--- config.mk ---
export PLATFORM = sky130hd
export DESIGN_NAME = fetch_unit
export DESIGN_NICKNAME = d
export VERILOG_FILES = /design/src/rtl/isa_pkg.sv /design/src/rtl/fetch_unit.sv
export SDC_FILE = /design/constraint.sdc
export NUM_CORES = 1
export LEC_CHECK = 0
export BUFFER_PORTS_ARGS = -buffer_cell sky130_fd_sc_hd__buf_2
export CORE_ASPECT_RATIO = 0.8
export CORE_MARGIN = 2
export CORE_UTILIZATION = 54
export DETAILED_ROUTE_END_ITERATION = 8
export PLACE_DENSITY = 0.91
export RECOVER_POWER = 50
export REMOVE_ABC_BUFFERS = 1
export SKIP_CTS_REPAIR_TIMING = 1
export SLEW_MARGIN = 20
export SYNTH_ARGS = -nofsm -noshare
export SYNTH_HDL_FRONTEND = slang
export SYNTH_SLANG_ARGS = --single-unit
--- constraint.sdc ---
create_clock -name clk -period 2.7 [get_ports clk]
set_clock_uncertainty 0.1 [all_clocks]
set_input_delay 0.54 -clock clk [delete_from_list [all_inputs] [get_ports clk]]
set_output_delay 0.54 -clock clk [all_outputs]
set_load 0.1 [all_outputs]
--- src/rtl/isa_pkg.sv ---
// Shared ISA definitions: opcodes, NOP encoding and fetch FSM states.
// Used by fetch_unit and by control_unit on the decode side.
package isa_pkg;

    localparam logic [4:0] OP_SETC = 5'b00001;
    localparam logic [4:0] OP_LDM  = 5'b00111;
    localparam logic [4:0] OP_STD  = 5'b01110;
    localparam logic [4:0] OP_LDD  = 5'b01111;
    localparam logic [4:0] OP_NOP  = 5'b11111;

    localparam logic [15:0] NOP_WORD = 16'hF800;

    typedef enum logic [2:0] {
        REQ1,
        CAP1,
        REQ2,
        CAP2,
        VALID
    } fetch_state_t;

    // Long instructions carry a second word (immediate or effective address).
    function automatic logic is_long(input logic [4:0] opcode);
        return (opcode == OP_LDM) || (opcode == OP_STD) || (opcode == OP_LDD);
    endfunction

endpackage

--- src/rtl/fetch_unit.sv ---
// Instruction fetch stage: reads 16-bit words, assembles one- or two-word
// instructions and hands them to decode over a valid/ready handshake.
module fetch_unit
    import isa_pkg::*;
#(
    parameter int                ADDR_W   = 16,
    parameter logic [ADDR_W-1:0] RESET_PC = '0
) (
    input  logic              clk,
    input  logic              rst_n,
    output logic              imem_rd,
    output logic [ADDR_W-1:0] imem_addr,
    input  logic [15:0]       imem_data,
    output logic [15:0]       inst,
    output logic [15:0]       imm,
    output logic [ADDR_W-1:0] inst_pc,
    output logic              inst_valid,
    input  logic              inst_ready,
    input  logic              redirect,
    input  logic [ADDR_W-1:0] redirect_pc
);

    localparam logic [ADDR_W-1:0] PC_ONE = {{(ADDR_W-1){1'b0}}, 1'b1};

    fetch_state_t      state;
    fetch_state_t      state_nxt;
    logic [ADDR_W-1:0] pc;

    always_comb begin
        state_nxt = state;
        unique case (state)
            REQ1:    state_nxt = CAP1;
            CAP1:    state_nxt = is_long(imem_data[15:11]) ? REQ2 : VALID;
            REQ2:    state_nxt = CAP2;
            CAP2:    state_nxt = VALID;
            VALID:   if (inst_ready) state_nxt = REQ1;
            default: state_nxt = REQ1;
        endcase
        if (redirect) state_nxt = REQ1;
    end

    always_ff @(posedge clk or negedge rst_n) begin
        if (!rst_n) begin
            state   <= REQ1;
            pc      <= RESET_PC;
            inst    <= NOP_WORD;
            imm     <= '0;
            inst_pc <= RESET_PC;
        end else begin
            state <= state_nxt;
            // Redirect drops any word returning from memory this cycle.
            if (redirect) begin
                pc <= redirect_pc;
            end else if (state == CAP1) begin
                inst    <= imem_data;
                inst_pc <= pc;
                imm     <= '0;
                pc      <= pc + PC_ONE;
            end else if (state == CAP2) begin
                imm <= imem_data;
                pc  <= pc + PC_ONE;
            end
        end
    end

    // Reset parks the FSM in REQ1 but must not strobe memory until release.
    assign imem_rd    = rst_n && ((state == REQ1) || (state == REQ2));
    assign imem_addr  = pc;
    assign inst_valid = (state == VALID) && !redirect;

endmodule

# Yosys cells after proc, flatten, opt, wreduce, memory -nomap -nowiden
# Cells that the tools add are included.
# word_totals
ff_bits	67
inputBits	36
output_inout_bits	66
word_cells	35
# classes
add_sub_neg	1
n_eq_ne	8
muxes	9
n_bitwise	1
n_reduce_logical	11
# op_table
op	n
$mux 16	5
$add 16x1->16 const B	1
$pmux 3 s5	1
$eq 5x4->1 const B	2
$mux 3	3
$eq 3x2->1 const B	2
$eq 5x3->1 const B	1
$reduce_and 2->1	2
$eq 3x1->1 const B	1
$eq 3x3->1 const B	1
$logic_not 3->1	1
$logic_or 1x1->1	3
$ne 3x3->1 const B	1
$reduce_bool 3->1	1
$logic_and 1x1->1	2
$reduce_bool 2->1	1
$logic_not 1->1	1
$not 1->1	1

# Logic depth before layout (Yosys ltp)
# Gate-level depths: netlist of run 1.
# logic_depth
depth_word	6
ltp_mapped	7
ltp_nobuf	5

# Worst setup path after synthesis of run 1
# No wires, ideal clock.
# synth_timing
kind	input to output
startpoint	input redirect
endpoint	output inst_valid
t_arrival_ps	3866
required_ps	2060
slack_ps	-1806
stages	2
n_path_buf	1
path_cell_list	buf_2 -> nor4b_1
# synth_between
elab_chain_cells	2
# synth_rtl
element	line_no	text
start: declaration	fetch_unit.sv:19	input logic redirect,
$logic_not 1->1	fetch_unit.sv:69	assign inst_valid = (state == VALID) && !redirect;
$logic_and 1x1->1	fetch_unit.sv:69	
end: declaration	fetch_unit.sv:17	output logic inst_valid,
# Every way passes these cells.

# Worst setup path in the final report of run 1
# layout_timing
startpoint	register state[0]
endpoint	register inst_pc[5]
# layout_between
elab_chain_cells	2
# layout_rtl
element	line_no	text
start: declaration	fetch_unit.sv:25	fetch_state_t state;
start signal: assignment	fetch_unit.sv:50	state <= state_nxt;
$eq 3x1->1	fetch_unit.sv:54	end else if (state == CAP1) begin
$reduce_and 2->1 (no line)	n/a	
end signal: assignment	fetch_unit.sv:56	inst_pc <= pc;
end: declaration	fetch_unit.sv:16	output logic [ADDR_W-1:0] inst_pc,
# Every way passes these cells.
# A chain may end at the register's enable or synchronous reset.

==> run_results.csv, run 1 <==
group,metric,value,unit
power_and_ir_drop,combPwrFrac,49.1,%
global_route,use_met2,36.4,%
layout,fill_cells,424,
layout,areaGrowthSynthToFinish,24.6,%
layout,fin_cells,427,
timing,finalSetupViolCount,0,
global_route,busiest_layer,"met2",
setup_path,regToRegSetupSlack,440,ps
hold_path,hold_path.startpoint,"redirect_pc[9]",
synthesis,synth.most_common_cell,"dfrtp_1",
floorplan,coreArea,5410,sq um
setup_path,cpPeakStageDelay,490,ps
hold_path,worstHoldEndpoint,"imem_addr[9]",
layout,nNetsFinal,394,
power_and_ir_drop,power_density,1110,nW/um^2
placed_design,post-dp-hpwl,4.76,mm
outcome,status,"complete, but fails checks",
synthesis,ys_warn_count,0,
global_route,grt_use_met1,31.7,%
power_and_ir_drop,clkPwrFrac,18.3,%
synthesis,ys_top_cells_by_count,"62 x dfrtp_1, 49 x nand2_1, 27 x o21ai_0",
timing,fmax,443,MHz
clock_tree,max-clock-path-buffers,2,
clock_tree,clk_pin_slew,70,ps
global_route,met3_usage,6.65,%
hold_path,whs_path_depth,3,
global_route,grt_first_pass_wirelength,11.0,mm
timing,period_needed,2260,ps
flow_run,maxCapViolCount,1,
clock_tree,h-tree-depth,3,
global_route,grt_pass1_vias,2246,
power_and_ir_drop,p_leak,1.77,nW
placed_design,gp_congestion,0.848,
hold_path,hold_path_class,"in2reg",
power_and_ir_drop,p_sw_share,52.3,%
layout,antennaDiodeCount,0,
setup_path,slowest_stage,"dfrtp_1",
synthesis,netlist_area,3000,sq um
setup_path,cp_data_required_time,2810,ps
power_and_ir_drop,p_switching,2.18,mW
synthesis,synth_seq_cells,67,
floorplan,die_w,87.3,microns
timing,worstMarginPinSlew,1630,ps
global_route,antenna_found_initial,0,
setup_path,cp_max_fo,20,
placed_design,io_buffers,101,
clock_tree,cts_sinks,67,
setup_path,r2r_end,"inst_pc[5]",
layout,multi_input_area,1190,sq um
floorplan,dieArea,6160,sq um
synthesis,synth-seq-area-share,56.2,%
setup_path,path_cells,"nor2b_1 > nand2b_1 > nor2_8 > buf_12 > mux2_1",
timing,maxSlewViolCount,68,
setup_path,arrival,2370,ps
power_and_ir_drop,total_power,4.16,mW
drt,first_iter_violations,120,
power_and_ir_drop,seqPwrFrac,32.6,%
timing,timing.final.crit_share,83.6,%
setup_path,end_kind,"flip-flop",
drt,postRouteAntennaNets,0,
clock_tree,insertion_delay,330,ps
setup_path,reg2reg_depth,5,
layout,seqCellArea,1680,sq um
synthesis,yosysUniqueCellTypes,38,
setup_path,cp-start-kind,"flip-flop",
global_route,grt_overflow,0,
timing,whs,312,ps
layout,drive_gt1_share,39.8,%
drt,avgViaCountPerCell,5.26,
clock_tree,cts_tree,"yes",
power_and_ir_drop,p_int,1.98,mW
synthesis,synth_top_area_share,51.8,%
synthesis,synth_ff_type,"dfrtp_1",
synthesis,synth_edf_count,0,
synthesis,synth.avg_cell_area,11.8,sq um
floorplan,start_util,55.4,%
synthesis,synthArstFlopShare,100,%
outcome,violations,"max-capacitance violations, max-slew violations",
clock_tree,cts_buffers,9,
clock_tree,cts_root_buf,"clkbuf_8",
drt,wire_per_inst,15.5,microns
placed_design,placedInstanceArea,3570,sq um
drt,drc,0,
floorplan,rows,24,
floorplan,die_h,70.6,microns
layout,design_area,3730,sq um
synthesis,synth_area_leaders,"dfrtp_1 52%, mux2_4 10%, nand2_1 6.1%, o21ai_0 4.5%, dfstp_2 4.4%",
power_and_ir_drop,ir_drop,0.782,mV
timing,hold_violations,0,
drt,drt-total-wl,6.64,mm
synthesis,synth_largest_area_cell,"dfrtp_1",
drt,drt-pass1-iter-count,4,
floorplan,io_pins,102,
setup_path,reg2reg_from,"state[0]",
global_route,track_usage,23.5,%
synthesis,syn-instance-count,253,
setup_path,critPathKind,"reg2reg",
placed_design,placedCellCount,411,
drt,num_vias,2248,
global_route,grt_max_degree,68,
timing,maxSlewHeadroom,-8.55,%
timing,rsz0062_at_grt,"no",
[power groups by stage]
stage / Combinational, mW / Clock [mW] / Sequential (mW)
after detailed placement: 2.06 / 0 / 1.37
final: 2.04 / 0.760 / 1.36
after global placement: 2.04 / 0 / 1.36
after global routing: 2.11 / 0.826 / 1.38
after CTS: 2.06 / 0.781 / 1.35
after floorplan: 0.305 / 0 / 2.77
[worst max-delay path: cells and delay by family (launching register included)]
family	cells	cell delay, ps
flops	1	490
mux	1	350
simple gates	3	950
buf+inv	1	240
[cell usage in the layout (no fill, tap or decap), types with 5 or more instances in the layout]
cell type  Yosys  routed
dfstp_2        5       5
xnor2_1       10      10
o21ai_0       27      27
mux2_4        20      20
buf_2          2      91
nand2_1       49      49
clkbuf_1       6      10
inv_1          5       5
nand4_1        5       5
clkbuf_8       0      12
nor3_1         6       6
mux2_1        10      10
nor4_1         5       5
dfrtp_1       62      62
[metal layers]
| layer | vias up | wire (microns) |
|---|---|---|
| li1 | 1075 | - |
| met1 | 1097 | 3010 |
| met2 | 70 | 3220 |
| met3 | 6 | 333 |
| met4 | 0 | 76 |
| met5 | - | 0 |
[state kept, by name, indices dropped and copies added, names as in the netlist]
| register | cells |
|---|---|
| state | 3 |
| imem_addr | 16 |
| imm | 16 |
| inst | 16 |
| inst_pc | 16 |
[kinds of logic after synthesis]
| kind of cell | after synthesis | synth area share (%) |
|---|---|---|
| and+or+nand+nor | 85 | 14.5 |
| DFF | 67 | 56.2 |
| AOI/OAI and AO/OA | 34 | 6.10 |
| buffers and inverters | 19 | 3.84 |
| xor gates and xnor gates | 13 | 3.80 |
| muxes | 34 | 15.2 |
| adders and majority gates | 1 | 0.418 |
[through the flow]
stage	setup TNS (ps)	setup slack, ps	utilization [%]
after CTS	0	485	69.5
after detailed placement	0	647	66.1
after floorplan	-4010	-1790	-
after global routing	0	333	69.1
after global placement	0	690	66.1
final	0	443	69.1
[area by class of cell]
cell class / instances / share of cell area (%)
tap: 65 / 2.18
clock buffer: 14 / 4.62
sequential: 67 / 45.1
clock inverter: 2 / 0.268
multi-input combinational: 167 / 31.9
timing repair buffer: 107 / 15.5
inverter: 5 / 0.503
[worst max path at each step]
stage | from | end | cells past startpoint
after floorplan | state[1] | inst_valid | 1
after global placement | redirect | inst_pc[9] | 5
after detailed placement | redirect | inst_pc[9] | 5
after CTS | state[1] | inst_valid | 3
after global routing | state[0] | inst_pc[7] | 5
final | state[0] | inst_pc[5] | 5
Power figures use the tool's default switching activity.
==> run 2, diff against run 1 <==
--- a/config.mk
+++ b/config.mk
@@ -8,9 +8,9 @@
 export BUFFER_PORTS_ARGS = -buffer_cell sky130_fd_sc_hd__buf_2
 export CORE_ASPECT_RATIO = 0.8
 export CORE_MARGIN = 2
-export CORE_UTILIZATION = 54
+export CORE_UTILIZATION = 50
 export DETAILED_ROUTE_END_ITERATION = 8
-export PLACE_DENSITY = 0.91
+export PLACE_DENSITY = 0.86
 export RECOVER_POWER = 50
 export REMOVE_ABC_BUFFERS = 1
 export SKIP_CTS_REPAIR_TIMING = 1
==> constraint.sdc (replaced) <==
create_clock -name clk -period 2.2 [get_ports clk]
set_clock_uncertainty 0.1 [all_clocks]
set_input_delay 0.44 -clock clk [delete_from_list [all_inputs] [get_ports clk]]
set_output_delay 0.44 -clock clk [all_outputs]
set_load 0.1 [all_outputs]
==> run 2 against run 1 <==
  * The flow still finishes with violations (max-capacitance violations, max-slew violations)
  * Cell count grew 4.4%
  * Cell area is 1.7% higher
  * Sequential share of layout area shrank 0.76 points
  * Global-route usage shrank 2.6 points
  * Critical path type is now reg2out
  * Combinational power is 24% higher
  * Clock-buffer cell count is 5 lower
  * Sequential cell count did not move
==> run_results.csv, run 2 (synthesis gave the netlist of run 1 again) <==
group,metric,value,unit
setup_path,critPathKind,"reg2out",
timing,timing.final.crit_share,93.3,%
floorplan,coreArea,5850,sq um
power_and_ir_drop,p_leak,1.80,nW
layout,fin_cells,446,
timing,rsz0062_at_grt,"no",
drt,drt-total-wl,6.62,mm
power_and_ir_drop,clkPwrFrac,17.4,%
clock_tree,clk_pin_slew,70,ps
global_route,antenna_found_initial,0,
layout,fill_cells,475,
placed_design,io_buffers,101,
clock_tree,cts_buffers,9,
floorplan,dieArea,6630,sq um
drt,postRouteAntennaNets,0,
floorplan,io_pins,102,
power_and_ir_drop,power_density,1330,nW/um^2
setup_path,arrival,1510,ps
drt,drc,0,
placed_design,placedCellCount,430,
power_and_ir_drop,ir_drop,0.937,mV
clock_tree,cts_tree,"yes",
global_route,grt_overflow,0,
clock_tree,cts_sinks,67,
power_and_ir_drop,p_switching,2.70,mW
floorplan,die_h,73.2,microns
clock_tree,h-tree-depth,3,
clock_tree,cts_root_buf,"clkbuf_8",
floorplan,start_util,51.2,%
drt,wire_per_inst,14.8,microns
timing,fmax,487,MHz
power_and_ir_drop,seqPwrFrac,32.7,%
timing,maxSlewHeadroom,-11.5,%
power_and_ir_drop,p_sw_share,53.5,%
layout,fin_util,64.9,%
layout,areaGrowthSynthToFinish,26.8,%
setup_path,cp-start-kind,"flip-flop",
drt,drt-pass1-iter-count,4,
global_route,grt_first_pass_wirelength,10.8,mm
global_route,grt_pass1_vias,2204,
setup_path,cp_max_fo,7,
placed_design,post-dp-hpwl,4.70,mm
layout,final_common_cell,"buf_2",
layout,drive_gt1_share,43.3,%
layout,antennaDiodeCount,0,
setup_path,cp_data_required_time,1660,ps
timing,finalSetupViolCount,0,
flow_run,maxCapViolCount,1,
clock_tree,insertion_delay,340,ps
global_route,track_usage,20.9,%
global_route,grt_max_degree,68,
drt,avgViaCountPerCell,5.08,
outcome,status,"complete, but fails checks",
power_and_ir_drop,p_int,2.35,mW
timing,maxSlewViolCount,68,
floorplan,die_w,90.5,microns
layout,nNetsFinal,397,
layout,layout_common_cells,"90 x buf_2, 62 x dfrtp_1, 49 x nand2_1, 27 x o21ai_0, 20 x mux2_4",
outcome,violations,"max-capacitance violations, max-slew violations",
timing,period_needed,2050,ps
power_and_ir_drop,combPwrFrac,49.9,%
timing,worstMarginPinSlew,1670,ps
timing,hold_violations,0,
floorplan,rows,25,
drt,first_iter_violations,108,
clock_tree,max-clock-path-buffers,2,
placed_design,gp_congestion,0.810,
hold_path,hold_path_class,"in2reg",
drt,num_vias,2267,
setup_path,end_kind,"output pin",
## run 2: cell types whose count changed in the layout (fill, tap and decap cells not counted), moves of 2 or more
cell / delta
clkbuf_2: +8
clkbuf_1: -9
buf_4: +2
clkbuf_8: -3
clkinvlp_4: +4
## run 2: power by group through the flow
stage / logic, mW / registers (mW) / clock network [mW]
after floorplan: 0.375 / 3.39 / 0
after global placement: 2.51 / 1.66 / 0
after detailed placement: 2.54 / 1.67 / 0
after CTS: 2.54 / 1.65 / 0.902
after global routing: 2.59 / 1.69 / 0.963
final: 2.52 / 1.65 / 0.878
## run 2: layout make-up
cell class / count / area [sq um] / share of cell area (%)
multi-input combinational: 167 / 1200 / 31.7
tap: 81 / 101 / 2.67
clock inverter: 7 / 45.0 / 1.19
inverter: 5 / 18.8 / 0.494
sequential: 67 / 1680 / 44.3
clock buffer: 9 / 124 / 3.26
timing repair buffer: 110 / 622 / 16.4
## run 2: path summary, 6_finish.rpt
path | from | endpoint | slack [ps] | depth (start not counted)
worst max-delay path | state[0] | imem_rd | 150 | 3
worst max register to register | state[2] | inst_pc[5] | 260 | 5
worst min-delay path | redirect_pc[10] | imem_addr[10] | 210 | 3
max in group asynchronous | rst_n | imm[0] | 430 | 2
min in group asynchronous | rst_n | inst_pc[0] | 590 | 2
worst min register to register | imm[13] | imm[13] | 380 | 2
## run 2: per-layer routing
layer  share of wire (%)  global-route usage [%]
met5                   0                       0
met4                0.92                    6.15
met3                 4.5                    5.79
met2                  48                    34.2
met1                  46                    27.7
## run 2: critical path, stage by stage (launching register included)
cell,delay (ps)
dfrtp_1,380
buf_4,160
nor3b_1,400
buf_12,230
## run 2: stage by stage
step	power (mW)	setup WS, ps	hold WS [ps]	TNS, ps	area (sq um)
5_1_grt	5.25	67.2	199	0	3800
3_3_place_gp	4.18	317	356	0	3630
2_1_floorplan	3.77	-2190	44.4	-9770	2900
4_1_cts	5.10	53.4	197	0	3800
3_5_place_dp	4.21	257	371	0	3630
6_report	5.06	148	209	0	3800
==> run 3, diff against run 2 <==
--- a/config.mk
+++ b/config.mk
@@ -6,8 +6,6 @@
 export NUM_CORES = 1
 export LEC_CHECK = 0
 export BUFFER_PORTS_ARGS = -buffer_cell sky130_fd_sc_hd__buf_2
-export CORE_ASPECT_RATIO = 0.8
-export CORE_MARGIN = 2
 export CORE_UTILIZATION = 50
 export DETAILED_ROUTE_END_ITERATION = 8
 export PLACE_DENSITY = 0.86
==> run 3 against run 2 <==
  * The run still ends with max-capacitance violations, max-slew violations left
  * Non-clock buffer count shrank 2
  * Via count rose by 1.3%
  * Sequential power barely moved
  * Setup slack worse by 6.6 ps
  * Critical path depth unchanged
  * Utilization grew 2.9 points
  * Wire length increased by 0.94%
  * Clock power up 40%
  * Cell area grew 0.79%
  * Critical path type unchanged
  * Largest cell class unchanged
  * Largest power group unchanged
==> run_results.csv, run 3 (synthesis gave the netlist of run 1 again) <==
group,metric,value,unit
outcome,status,"complete, but fails checks",
outcome,violations,"max-capacitance violations, max-slew violations",
flow_run,maxCapViolCount,1,
setup_path,regToRegSetupSlack,310,ps
timing,rsz0062_at_grt,"no",
setup_path,r2r_end,"inst_pc[8]",
timing,worstMarginPinSlew,1610,ps
drt,first_iter_violations,125,
layout,drive_gt1_share,42.4,%
layout,areaGrowthSynthToFinish,27.8,%
layout,multi_input_area,1200,sq um
drt,num_vias,2296,
clock_tree,cts_root_buf,"clkbuf_8",
drt,drc,0,
timing,timing.final.crit_share,93.6,%
setup_path,end_kind,"output pin",
timing,maxSlewViolCount,68,
hold_path,whs_path_depth,3,
drt,postRouteAntennaNets,0,
timing,finalSetupViolCount,0,
layout,fill_cells,439,
layout,final_common_cell,"buf_2",
floorplan,die_h,79.4,microns
setup_path,cpPeakStageDelay,480,ps
floorplan,coreArea,5640,sq um
setup_path,reg2reg_depth,5,
clock_tree,insertion_delay,340,ps
timing,period_needed,2060,ps
setup_path,reg2reg_from,"state[0]",
global_route,track_usage,23.2,%
floorplan,die_w,79.4,microns
clock_tree,cts_tree,"yes",
drt,avgViaCountPerCell,5.28,
setup_path,crit_buf_inv,2,
clock_tree,cts_sinks,67,
setup_path,path_cells,"nor4b_2 > buf_4 > buf_12",
setup_path,critPathKind,"reg2out",
layout,nNetsFinal,395,
clock_tree,clk_pin_slew,70,ps
drt,wire_per_inst,15.4,microns
drt,drt-total-wl,6.68,mm
layout,seqCellArea,1680,sq um
layout,antennaDiodeCount,0,
power_and_ir_drop,total_power,5.41,mW
timing,setup-tns-final,0,ps
global_route,antenna_found_initial,0,
setup_path,slowest_stage,"dfrtp_1",
timing,maxSlewHeadroom,-7.53,%
layout,layout_common_cells,"72 x buf_2, 62 x dfrtp_1, 49 x nand2_1, 27 x o21ai_0, 26 x clkbuf_2",
timing,fmax,486,MHz
drt,drt-pass1-iter-count,4,
setup_path,crit_family,"flip-flops",
placed_design,gp_congestion,0.790,
clock_tree,cts_buffers,9,
global_route,grt_pass1_vias,2292,
power_and_ir_drop,ir_drop,0.992,mV
clock_tree,max-clock-path-buffers,2,
hold_path,worstHoldEndpoint,"imem_addr[7]",
placed_design,post-dp-hpwl,4.72,mm
setup_path,cp_data_required_time,1660,ps
floorplan,rows,27,
global_route,grt_overflow,0,
global_route,grt_max_degree,68,
setup_path,cp-start-kind,"flip-flop",
timing,whs,208,ps
floorplan,start_util,53.1,%
floorplan,dieArea,6300,sq um
placed_design,io_buffers,101,
hold_path,hold_path_class,"in2reg",
setup_path,arrival,1520,ps
timing,hold_violations,0,
power_and_ir_drop,power_density,1410,nW/um^2
clock_tree,h-tree-depth,3,
hold_path,hold_path.startpoint,"redirect_pc[7]",
floorplan,io_pins,102,
power_and_ir_drop,p_leak,1.82,nW
global_route,grt_first_pass_wirelength,11.0,mm
setup_path,cp_max_fo,8,
-- run 3: cell count changes in the layout (fill, tap and decap cells not counted), sizes merged --
cell / before / now
clkbuf: 20 / 38
buf: 99 / 79
clkinvlp: 4 / 1
bufinv: 0 / 3
-- run 3: worst max-delay path by stage --
stage | start | cells past startpoint | to
3_3_place_gp | redirect | 4 | inst_valid
5_1_grt | state[0] | 3 | inst_valid
3_5_place_dp | state[0] | 5 | inst_pc[1]
4_1_cts | state[0] | 3 | inst_valid
2_1_floorplan | state[1] | 1 | inst_valid
6_report | state[0] | 3 | inst_valid
-- run 3: final cells by class --
cell class,count,area share (%)
well taps,72,2.35
clock buffers,9,3.24
inverters,5,0.490
repair buffers,108,15.5
multi-input cells,167,31.4
clock inverters,7,3.04
flip-flops and latches,67,44.0
-- run 3: report_power, final --
part	switching, mW	internal, mW
sequential	0.178	1.49
combinational	2.06	0.452
clock	0.475	0.750
total	2.72	2.69
-- run 3: worst register-to-register path: stages, from the launching register on --
cell and delay, ps:
dfrtp_1 500, nor2b_4 270, nand2b_1 170, nor2_8 130
buf_4 240, mux2_2 360
-- run 3: per-stage QoR --
step	util [%]	cells	area (sq um)	setup WS, ps
detailed placement	63.6	419	3590	320
global placement	63.6	419	3590	372
finish	67.8	435	3830	141
global route	67.8	435	3830	66.7
CTS	67.9	435	3830	10.4
floorplan	-	239	2900	-2190
-- run 3: metal layers --
layer  share of wire [%]  vias to the layer above  wire, microns  track usage [%]
met4                 2.7                        0            183             12.4
met2                  50                       80           3350             37.9
li1                    -                     1078              -                -
met3                 4.6                       17            308             3.66
met1                  42                     1121           2840             29.8
met5                   0                        -              0                0
